===== config.mk =====
export PLATFORM = sky130hd
export DESIGN_NAME = systolic_skew_buffer_flat
export DESIGN_NICKNAME = d
export VERILOG_FILES = /design/src/rtl/systolic_skew_buffer_if.sv /design/src/rtl/systolic_skew_buffer.sv /design/src/flat_wrapper.sv
export SDC_FILE = /design/constraint.sdc
export NUM_CORES = 1
export LEC_CHECK = 0
export ABC_AREA = 1
export CAP_MARGIN = 20
export CORE_UTILIZATION = 58
export DETAILED_ROUTE_END_ITERATION = 8
export GPL_ROUTABILITY_DRIVEN = 0
export PLACE_DENSITY = 0.79
export SLEW_MARGIN = 20
export SYNTH_ARGS = -nofsm -noshare
export SYNTH_HDL_FRONTEND = slang
export SYNTH_SLANG_ARGS = --single-unit

===== constraint.sdc =====
create_clock -name clk -period 1.6 [get_ports clk]
set_input_delay 0.32 -clock clk [delete_from_list [all_inputs] [get_ports clk]]
set_output_delay 0.32 -clock clk [all_outputs]
set_load 0.01 [all_outputs]

===== src/rtl/systolic_skew_buffer_if.sv =====
// Bundles the vector handshake and the per-lane output bus of
// systolic_skew_buffer so upstream and downstream logic see one port.
//
// Parameters
//   ROWS    lane count (>= 2)
//   DATA_W  bits per lane element
//
// Signals
//   in_valid / in_ready  vector handshake from the Unified Buffer side
//   in_data [ROWS-1:0]   one element per lane
//   in_last              marks the final vector of a burst
//   out_data [ROWS-1:0]  per-lane skewed/deskewed element, 0 on bubbles
//   out_valid            per-lane slot valid
//   out_last             final element of the burst leaves the longest lane
//
// Modports
//   master  drives the input side, observes the outputs
//   slave   the skew buffer itself
interface systolic_skew_buffer_if #(
  parameter int ROWS   = 16,
  parameter int DATA_W = 8
);
  logic              in_valid;
  logic              in_ready;
  logic              in_last;
  logic [DATA_W-1:0] in_data  [ROWS-1:0];
  logic [DATA_W-1:0] out_data [ROWS-1:0];
  logic [ROWS-1:0]   out_valid;
  logic              out_last;

  modport master (
    output in_valid, in_data, in_last,
    input  in_ready, out_data, out_valid, out_last
  );

  modport slave (
    input  in_valid, in_data, in_last,
    output in_ready, out_data, out_valid, out_last
  );
endinterface


===== src/rtl/systolic_skew_buffer.sv =====
// Skew/deskew stage between the Unified Buffer and the systolic array.
// Skew mode delays lane r by r cycles so vectors enter the array on a
// diagonal; deskew mode delays lane r by ROWS-1-r to realign diagonal array
// outputs into row vectors. A three-state controller (IDLE/STREAM/DRAIN)
// accepts vectors, injects zero bubbles on idle cycles, drains the lanes
// after the last vector and flags the final element.
//
// Configuration macro: SKEW_BUF_DESKEW_EN
//   defined   - deskew input and mode latch exist; every lane is a ROWS-1
//               deep delay line with a mode-selected tap
//   undefined - mode is fixed to skew, lane r holds exactly r registers
//
// Ports
//   clk     sole clock, rising edge
//   rst     asynchronous, active-low reset
//   deskew  mode select (0 skew, 1 deskew), captured on the first accept
//   stall   freezes lanes, counter and state; blocks accepts
//   busy    controller is not IDLE
//   bus     systolic_skew_buffer_if.slave (handshake + lane outputs)
module systolic_skew_buffer #(
  parameter int ROWS   = 16,
  parameter int DATA_W = 8
) (
  input  logic                  clk,
  input  logic                  rst,
  input  logic                  deskew,
  input  logic                  stall,
  output logic                  busy,
  systolic_skew_buffer_if.slave bus
);

  localparam int CNT_W = $clog2(ROWS);

  typedef enum logic [1:0] {
    IDLE,
    STREAM,
    DRAIN
  } state_e;

  state_e           state_q, state_d;
  logic [CNT_W-1:0] cnt_q, cnt_d;
  logic             inReady;
  logic             accept;
  logic             outLast;
  logic             effMode;

  assign accept = bus.in_valid & inReady;

  // State register: burst controller state plus the drain countdown.
  always_ff @(posedge clk or negedge rst) begin
    if (!rst) begin
      state_q <= IDLE;
      cnt_q   <= '0;
    end else begin
      state_q <= state_d;
      cnt_q   <= cnt_d;
    end
  end

  // Next-state logic: a last vector starts a ROWS-1 cycle drain so the
  // longest lane can empty; stall freezes everything.
  always_comb begin
    state_d = state_q;
    cnt_d   = cnt_q;
    if (!stall) begin
      case (state_q)
        IDLE, STREAM: begin
          if (accept && bus.in_last) begin
            state_d = DRAIN;
            cnt_d   = CNT_W'(ROWS - 1);
          end else if (accept) begin
            state_d = STREAM;
          end
        end
        DRAIN: begin
          cnt_d = cnt_q - CNT_W'(1);
          if (cnt_q == CNT_W'(1)) begin
            state_d = IDLE;
          end
        end
        default: begin
          state_d = IDLE;
          cnt_d   = '0;
        end
      endcase
    end
  end

  // Output logic: ready is withheld while draining, stalled or in reset so
  // nothing reaches the combinational lane; out_last depends only on state.
  always_comb begin
    inReady = rst & (state_q != DRAIN) & ~stall;
    busy    = (state_q != IDLE);
    outLast = (state_q == DRAIN) && (cnt_q == CNT_W'(1));
  end

  assign bus.in_ready = inReady;
  assign bus.out_last = outLast;

`ifdef SKEW_BUF_DESKEW_EN
  logic mode_q;

  // Mode latch: written only by the first accept of a burst, so toggling
  // deskew mid-burst has no effect.
  always_ff @(posedge clk or negedge rst) begin
    if (!rst) begin
      mode_q <= 1'b0;
    end else if (accept && (state_q == IDLE)) begin
      mode_q <= deskew;
    end
  end

  // The opening accept must already steer its zero-delay lane by the new mode.
  assign effMode = (state_q == IDLE) ? deskew : mode_q;
`else
  logic unusedDeskew;
  assign unusedDeskew = deskew;
  assign effMode      = 1'b0;
`endif

  for (genvar r = 0; r < ROWS; r++) begin : gLane
`ifdef SKEW_BUF_DESKEW_EN
    localparam int DEPTH = ROWS - 1;
`else
    localparam int DEPTH = r;
`endif
    logic [DATA_W-1:0]            injData;
    logic [DEPTH:0][DATA_W-1:0]   tapData;
    logic [DEPTH:0]               tapValid;
    logic                         unusedTaps;

    assign injData = accept ? bus.in_data[r] : '0;

    if (DEPTH == 0) begin : gNoReg
      assign tapData  = injData;
      assign tapValid = accept;
    end else begin : gReg
      logic [DEPTH-1:0][DATA_W-1:0] data_q;
      logic [DEPTH-1:0]             valid_q;

      // Delay line: every non-stalled cycle shifts in the accepted element
      // or a {0,0} bubble.
      always_ff @(posedge clk or negedge rst) begin
        if (!rst) begin
          data_q  <= '0;
          valid_q <= '0;
        end else if (!stall) begin
          data_q[0]  <= injData;
          valid_q[0] <= accept;
          for (int j = 1; j < DEPTH; j++) begin
            data_q[j]  <= data_q[j-1];
            valid_q[j] <= valid_q[j-1];
          end
        end
      end

      // Tap 0 is the combinational path, tap j the output of stage j-1.
      assign tapData  = {data_q, injData};
      assign tapValid = {valid_q, accept};
    end

`ifdef SKEW_BUF_DESKEW_EN
    assign bus.out_data[r]  = effMode ? tapData[ROWS-1-r]  : tapData[r];
    assign bus.out_valid[r] = effMode ? tapValid[ROWS-1-r] : tapValid[r];
`else
    assign bus.out_data[r]  = tapData[r];
    assign bus.out_valid[r] = tapValid[r];
`endif

    // Taps not chosen by either mode exist only to feed later stages.
    assign unusedTaps = ^{tapData, tapValid, effMode};
  end

endmodule


===== src/flat_wrapper.sv =====
// flat-port wrapper written by rule: the top's interface ports become plain ports
module systolic_skew_buffer_flat 
#(
  parameter int ROWS   = 16,
  parameter int DATA_W = 8
)
  (clk, rst, deskew, stall, busy, bus_in_valid, bus_in_data, bus_in_last, bus_in_ready, bus_out_data, bus_out_valid, bus_out_last);
  systolic_skew_buffer_if #(.ROWS(ROWS), .DATA_W(DATA_W)) bus_i ();
  input  logic clk;
  input  logic rst;
  input  logic deskew;
  input  logic stall;
  output logic busy;
  input wire logic [$bits(bus_i.in_valid)-1:0] bus_in_valid;
  input wire logic [$bits(bus_i.in_data)-1:0] bus_in_data;
  input wire logic [$bits(bus_i.in_last)-1:0] bus_in_last;
  output wire logic [$bits(bus_i.in_ready)-1:0] bus_in_ready;
  output wire logic [$bits(bus_i.out_data)-1:0] bus_out_data;
  output wire logic [$bits(bus_i.out_valid)-1:0] bus_out_valid;
  output wire logic [$bits(bus_i.out_last)-1:0] bus_out_last;
  assign bus_i.in_valid = bus_in_valid;
  assign bus_i.in_data = {>>{bus_in_data}};
  assign bus_i.in_last = bus_in_last;
  assign bus_in_ready = bus_i.in_ready;
  assign bus_out_data = {>>{bus_i.out_data}};
  assign bus_out_valid = bus_i.out_valid;
  assign bus_out_last = bus_i.out_last;
  systolic_skew_buffer #(.ROWS(ROWS), .DATA_W(DATA_W)) u_core (.clk(clk), .rst(rst), .deskew(deskew), .stall(stall), .busy(busy), .bus(bus_i));
endmodule

==> Yosys cells after proc, flatten, opt, wreduce, memory -nomap -nowiden <==
Cells that the tools add are included.
{ "op_classes": {"reduce_logical": 7, "n_shift": 0, "div_mod_pow": 0, "n_lt_le_gt_ge": 0, "mux": 22, "n_bitwise": 4, "n_eq_ne": 7, "add_sub_neg": 1, "mul": 0} }
{ "ops": {"columns": ["op", "count"], "rows": [
  ["8-bit two-way mux", 16],
  ["4-bit one-hot mux with 2 select lines", 1],
  ["2-bit two-way mux", 3],
  ["4-bit by 1-bit equality test with 1-bit output (second input constant)", 1],
  ["4-bit two-way mux", 1],
  ["2-bit by 1-bit != test with 1-bit output (second input constant)", 2],
  ["2-bit one-hot mux with 2 select lines", 1],
  ["4-bit by 1-bit subtractor with 4-bit output (second input constant)", 1],
  ["1-bit bitwise AND", 3],
  ["3-bit by 1-bit != test with 1-bit output (second input constant)", 1],
  ["3-bit AND reduction", 1],
  ["2-bit by 1-bit equality test with 1-bit output (second input constant)", 1],
  ["2-bit equality test (second input constant)", 1],
  ["1-bit logical AND", 2],
  ["2-bit zero test", 1],
  ["2-bit != test (second input constant)", 1],
  ["2-bit AND reduction", 1],
  ["2-bit nonzero test", 1],
  ["2-bit OR reduction", 1],
  ["1-bit NOT", 1]
]} }
{ "word_totals": {"mem_bits_ro": 0, "memories": 0, "ff_bits": 1086, "wordCells": 178, "in_bits": 134, "out_inout_bits": 147, "latchBits": 0, "mem_bits_rw": 0} }

==> Depth between registers and ports, before layout <==
Gate-level depths: netlist of the first run.
{ "logic_depth": {"ltp_word": 7, "mapped_depth": 8, "ltp_nobuf": 7} }

==> Least setup slack after synthesis of the first run <==
Ideal clock, no wire load.
{ "synth_timing": {"path_kind": "input to output", "start": "input stall", "end": "output bus_in_ready", "arrival_time_ps": 1097, "path_slack_ps": 183, "required_time_ps": 1280, "path_buffers": 3, "path_stages": 4, "cell_sequence": "buf_4 > buf_2 > buf_2 > nor3_1"} }
{ "synth_via": {"elab_chain_len": 2} }
{ "synth_rtl": {"columns": ["element", "line_no", "source"], "rows": [
  ["from (decl)", "flat_wrapper.sv:12", "input logic stall;"],
  ["1-bit NOT", "systolic_skew_buffer.sv:92", "inReady = rst & (state_q != DRAIN) & ~stall;"],
  ["1-bit bitwise AND", "systolic_skew_buffer.sv:92", null],
  ["to (decl)", "flat_wrapper.sv:17", "output wire logic [$bits(bus_i.in_ready)-1:0] bus_in_ready;"]
]} }
No other way between the ends.

==> Worst setup path after layout of the first run <==
{ "layout_timing": {"start": "register u_core.state_q[1]", "end": "output bus_out_data[5]"} }
{ "layout_via": {"elab_chain_len": 5} }
{ "layout_rtl": {"columns": ["element", "line_no", "source"], "rows": [
  ["from (decl)", "systolic_skew_buffer.sv:40", "state_e state_q, state_d;"],
  ["from (signal assigned)", "systolic_skew_buffer.sv:55", "state_q <= state_d;"],
  ["2-bit != test", "systolic_skew_buffer.sv:92", null],
  ["1-bit bitwise AND (2 in series)", "systolic_skew_buffer.sv:92", null],
  ["1-bit bitwise AND", "systolic_skew_buffer.sv:47", "assign accept = bus.in_valid & inReady;"],
  ["8-bit two-way mux", "systolic_skew_buffer.sv:132", "assign injData = accept ? bus.in_data[r] : '0;"],
  ["to (decl)", "flat_wrapper.sv:18", "output wire logic [$bits(bus_i.out_data)-1:0] bus_out_data;"]
]} }
No other way between the ends.

==> impl_metrics.ini, run 1 <==
[hold_path]
hp-class = input pin to flop
hold_start = stall
min_to = u_core.gLane[15].gReg.valid_q[11]$_DFFE_PN0N_
min_path_cells = 4

[job]
maxCapViolCount = 0

[synth]
avgSynthCellArea_um2 = 9.24
synth-seq-area-share_pct = 63.8
yosys_warnings = 0
synth.distinct_cells = 19
synth-seq-cells = 981
syn_area_um2 = 38500
synthCells = 4166
syn_nets = 4302

[global_routing]
overflow = 0
grtUsageMet3_pct = 4.81
grt_pass1_vias = 25671
grt_pass1_wl_um = 124000
grt_max_degree = 150
track_usage_pct = 22.2
grt_use_met2_pct = 34.7
antenna_found_initial = 12
grt-busiest-layer = met2
use_met1_pct = 31.0

[pwr]
p_per_area_nw_per_um2 = 1350
p_sw_share_pct = 24.7
p_seq_share_pct = 49.0
ir_worst_vdd_mv = 0.964
combPwrFrac_pct = 10.8
p_leak_uw = 0.0242
p_int_uw = 45100
power.clock.fraction_pct = 40.2
switchingPower_uw = 14800

[die]
rows = 94
ios = 281
core_area_um2 = 65700
die_w_um = 260
initial_core_util_pct = 58.6
die_h_um = 260
dieArea_um2 = 67400

[worst_setup_path]
r2r_slack_ns = 0.06
path_max_fanout = 6
crit_type = flop to primary output
worstSetupEndpointType = primary output
crit_slowest_cell = dfrtp_1
worstReg2RegStart = u_core.state_q[1]$_DFFE_PN0P_
cp_num_buf_inv = 2
cp_data_arrival_time_ns = 1.63
path_cells = nand2_4 > nand3_4 > buf_8 > nor2_4 > buf_2
r2r-end = u_core.state_q[1]$_DFFE_PN0P_
crit_family = flip-flops
reg2reg_depth = 9
slowest_delay_ns = 0.42
critPathLaunchType = flop
required_ns = 1.28

[sta]
maxSlewHeadroom_pct = 50.7
clock_skew_ns = 0.0202
grt_setup_unrepaired = true
finalSetupViolations = 12
drv_slew = 0
fmax_mhz = 513
tightest_slew_ns = 0.739
finalCriticalPeriod_ns = 1.95
min_period_over_period_pct = 122
finalWorstSetupSlack_ns = -0.350
finalHoldViolCount = 0

[detailed_routing]
vias = 26123
drt-total-wl_um = 73500
vias_per_cell = 4.91
drt_drc_violations_left = 0
routedWlPerCell_um = 13.8
antenna_left = 0
first_pass_iters = 5
drtIter0Drc = 2298

[outcome]
violations = setup timing
status = finished, violations left

[cts]
cts.clk_slew.worst_paths_ns = 0.06
cts_tree = yes
cts_sinks = 981
root_buffer = clkbuf_16
cts-buffers-inserted = 98
htreeDepth = 3
clockBufferDepth = 3
clkLatencyLatePin_ns = 0.64

[place]
dp_cells = 5095
dpl_worst_slack_ns = -0.429
numPortBuffers = 279
dpl.hpwl_um = 42800

[finish]
nets = 4508
stdcell_count = 5317
drive_gt1_share_pct = 10.7
area_delta_synth_final_pct = 15.4
fill_cells = 4866
-- worst max-delay path by stage --
stage,from,to,slack (ns),cells past startpoint
CTS,u_core.state_q[0]$_DFFE_PN0P_,bus_out_data[4],-0.34,6
global route,u_core.state_q[0]$_DFFE_PN0P_,bus_out_data[2],-0.41,6
detailed placement,bus_in_valid,bus_out_data[1],-0.43,5
global placement,bus_in_valid,bus_out_data[1],-0.42,5
floorplan,stall,bus_in_ready,0.18,4
finish,u_core.state_q[1]$_DFFE_PN0P_,bus_out_data[5],-0.35,5
-- per-layer routing --
layer / share of wire (%) / wire, µm
met5: 0.14 / 106
met1: 45 / 33100
met2: 47 / 34600
met4: 2.4 / 1750
met3: 5.3 / 3890
-- registers in the layout, summed over array words and instances, names as in the netlist --
| name | cells |
|---|---|
| u_core.gLane.gReg.data_q | 848 |
| u_core.bus.out_data | 112 |
| u_core.gLane.gReg.valid_q | 15 |
| u_core.cnt_q | 4 |
| u_core.state_q | 2 |
-- synthesized netlist by cell type (all sizes together) --
cell    number  area [µm²]
nor2        12        45.0
buf        306        2760
xnor2        1        8.76
a22o         8        70.1
o21ai      247        1240
nand2     2436        9140
nor3         1        5.00
nand3        7        35.0
clkbuf      25        93.8
o21bai       1        7.51
ha           2        25.0
nand4        1        6.26
inv        138         518
dfrtp      981       24500
-- logic make-up after synthesis --
group | share of synthesized area [%]
AOI/OAI and AO/OA | 3.41
xor gates and xnor gates | 0.0227
adders and majority gates | 0.0650
buffers and inverters | 8.77
DFF | 63.8
and+or+nand+nor | 24.0
-- stage by stage --
step                total power [µW]  util [%]  cell area, µm²  hold slack, ns  TNS (ns)
floorplan                      33700         -           38500          0.0244         0
global placement               35900      62.5           41100           0.447    -33.34
detailed placement             36200      62.5           41100           0.449    -37.68
CTS                            60300      67.5           44400          0.0619     -3.69
global route                   62600      67.6           44400           0.110     -4.32
finish                         59900      67.6           44400           0.117     -3.78
-- placed cells by master, fill, tap and decap left out, drive strengths merged, types with 12 or more instances in the layout --
master	instances
buf	275
bufinv	14
clkbuf	149
clkdlybuf4s15	20
clkdlybuf4s50	130
clkinv	20
dfrtp	981
inv	141
nand2	2436
nor2	12
o21ai	247
-- tightest hold or removal path: stages --
cell	delay (ns)
buf_8	0.09
buf_4	0.20
nand2_1	0.07
nand2_1	0.05
-- power groups by stage --
stage / logic, µW / clock network (µW) / registers (µW)
floorplan: 4280 / 0 / 29400
global placement: 6240 / 0 / 29600
detailed placement: 6480 / 0 / 29700
CTS: 6430 / 24500 / 29300
global route: 7370 / 25500 / 29700
finish: 6460 / 24100 / 29400
-- cell type report --
type	count	area [µm²]	share of cell area (%)
tap	864	1080	2.43
inverter	138	531	1.19
timing repair buffer	437	4150	9.33
clock inverter	38	597	1.34
antenna	5	12.5	0.0282
clock buffer	138	2840	6.38
multi-input combinational	2716	10700	24.0
sequential	981	24600	55.2
-- timing repair --
| item | CTS | global route |
|---|---|---|
| endpoints found under the hold margin | 181 | 0 |
| pin swaps | 3 | 2 |
| gates cloned | 1 | 1 |
| setup endpoints to repair | 147 | 349 |
| resized for setup | 554 | 43 |
| setup buffers | 30 | 9 |
| hold buffers | 1 | 0 |
Power figures use the tool's default switching activity.
==> run 2: changes to the inputs <==
--- a/config.mk
+++ b/config.mk
@@ -7,6 +7,7 @@
 export LEC_CHECK = 0
 export ABC_AREA = 1
 export CAP_MARGIN = 20
+export CORE_MARGIN = 5
 export CORE_UTILIZATION = 58
 export DETAILED_ROUTE_END_ITERATION = 8
 export GPL_ROUTABILITY_DRIVEN = 0
==> run 2 against run 1 <==
Compared with the run above:
- the run still ends with setup timing left
- sequential power is essentially flat
- global-route usage shrank 1.5 points
- final area shrank 0.44%
==> impl_metrics.ini, run 2 (synthesis gave the netlist of run 1 again) <==
[finish]
stdcell_count = 5302
utilization_pct = 67.2
fill_cells = 5040
drive_gt1_share_pct = 10.2
final_common_cell = nand2_1
final_cell_mix = nand2_1, dfrtp_1, o21ai_0
nets = 4485
largest_reg_flops = 848
area_delta_synth_final_pct = 14.9
regMostFlops = u_core.gLane.gReg.data_q

[worst_setup_path]
crit_type = flop to primary output
required_ns = 1.28
critPathLaunchType = flop
slowest_delay_ns = 0.39
crit_slowest_cell = dfrtp_1
cp_data_arrival_time_ns = 1.59
crit_family = flip-flops
cp_num_buf_inv = 2
worstSetupEndpointType = primary output
path_cells = nand2_2 > nand3_2 > buf_6 > nor2_2 > buf_2
path_max_fanout = 5

[sta]
finalSetupViolations = 12
finalCriticalPeriod_ns = 1.91
fmax_mhz = 525
fin_hold_ws_ns = 0.151
drv_slew = 0
tightest_slew_ns = 0.797
clock_skew_ns = 0.0201
min_period_over_period_pct = 119
finalWorstSetupSlack_ns = -0.305
finalHoldViolCount = 0
maxSlewHeadroom_pct = 46.9
tns_ns = -3.01
grt_setup_unrepaired = true

[die]
ios = 281
core_area_um2 = 65900
initial_core_util_pct = 58.5
dieArea_um2 = 71600
die_h_um = 268
die_w_um = 268
rows = 94

[outcome]
status = finished, violations left
violations = setup timing

[global_routing]
antenna_found_initial = 17
grt_pass1_wl_um = 126000
overflow = 0
grt_max_degree = 166
track_usage_pct = 20.7
grt_pass1_vias = 25580

[detailed_routing]
antenna_left = 0
drt_drc_violations_left = 0
vias_per_cell = 4.89
first_pass_iters = 5
drtIter0Drc = 2035
routedWlPerCell_um = 13.9
vias = 25946
drt-total-wl_um = 73900

[place]
dp_cells = 5091
dpl_worst_slack_ns = -0.432
numPortBuffers = 279
dpl.hpwl_um = 43100

[cts]
clockBufferDepth = 3
cts-buffers-inserted = 96
clkLatencyLatePin_ns = 0.63
cts_tree = yes
htreeDepth = 3
cts.clk_slew.worst_paths_ns = 0.06
cts_sinks = 981
root_buffer = clkbuf_16

[pwr]
p_leak_uw = 0.0240
ir_worst_vdd_mv = 0.928
p_per_area_nw_per_um2 = 1330

[hold_path]
hp-class = input pin to flop

[job]
maxCapViolCount = 0
-- run 2: report_power, final --
group          switching (µW)  internal, µW  total [µW]
logic                    3720          2660        6390
registers                1580         27800       29400
clock network            9270         13900       23100
total                   14600         44300       58900
-- run 2: through the flow --
| stage | total power (µW) | area [µm²] |
|---|---|---|
| 6_report | 58900 | 44200 |
| 5_1_grt | 61800 | 44200 |
| 4_1_cts | 59400 | 44200 |
| 3_5_place_dp | 36200 | 41000 |
| 3_3_place_gp | 35900 | 41000 |
| 2_1_floorplan | 33700 | 38500 |
-- run 2: final timing paths --
check	startpoint	endpoint	slack (ns)	cells past startpoint
hold / removal	stall	u_core.gLane[15].gReg.data_q[13]$_DFFE_PN0N_	0.15	3
setup / recovery	u_core.state_q[1]$_DFFE_PN0P_	bus_out_data[5]	-0.31	5
max in group asynchronous	rst	u_core.gLane[7].gReg.data_q[20]$_DFFE_PN0N_	0.16	5
min in group asynchronous	rst	u_core.gLane[12].gReg.data_q[26]$_DFFE_PN0N_	0.45	4
hold reg to reg	u_core.gLane[11].gReg.data_q[45]$_DFFE_PN0N_	u_core.gLane[11].gReg.data_q[53]$_DFFE_PN0N_	0.45	2
setup reg to reg	u_core.state_q[1]$_DFFE_PN0P_	u_core.gLane[9].gReg.data_q[3]$_DFFE_PN0N_	0.05	8
-- run 2: per-layer routing --
| metal | vias up | GRT usage, % | part of all wire [%] |
|---|---|---|---|
| met4 | 18 | 6.03 | 2.3 |
| met5 | - | 0 | 0.17 |
| li1 | 12905 | - | - |
| met1 | 12455 | 29.5 | 45 |
| met3 | 132 | 4.75 | 5.3 |
| met2 | 436 | 32.4 | 47 |
-- run 2: timing repair --
action                                  CTS  global route
resized for setup                       477            66
gates cloned                              1             4
buffers inserted                         10            12
endpoints found under the hold margin    99             0
pin swaps                                 3             2
hold buffers                              1             0
endpoints found under the setup margin  147           178
-- run 2: final cells by class --
type                       instances  area, µm²  area share [%]
antenna                            9       22.5          0.0509
clock buffer                     146       2960            6.68
clock inverter                    32        353           0.798
inverter                         138        531            1.20
multi-input combinational       2716      10700            24.1
sequential                       981      24500            55.5
tap                              864       1080            2.44
timing repair buffer             416       4100            9.26
-- run 2: worst register-to-register path, cell delays in order (launching register included) --
cell       delay [ns]
dfrtp_1          0.39
nand2_2          0.10
nand3_2          0.10
buf_6            0.15
inv_4            0.05
buf_6            0.23
clkbuf_16        0.30
nand2_1          0.08
o21ai_1          0.08
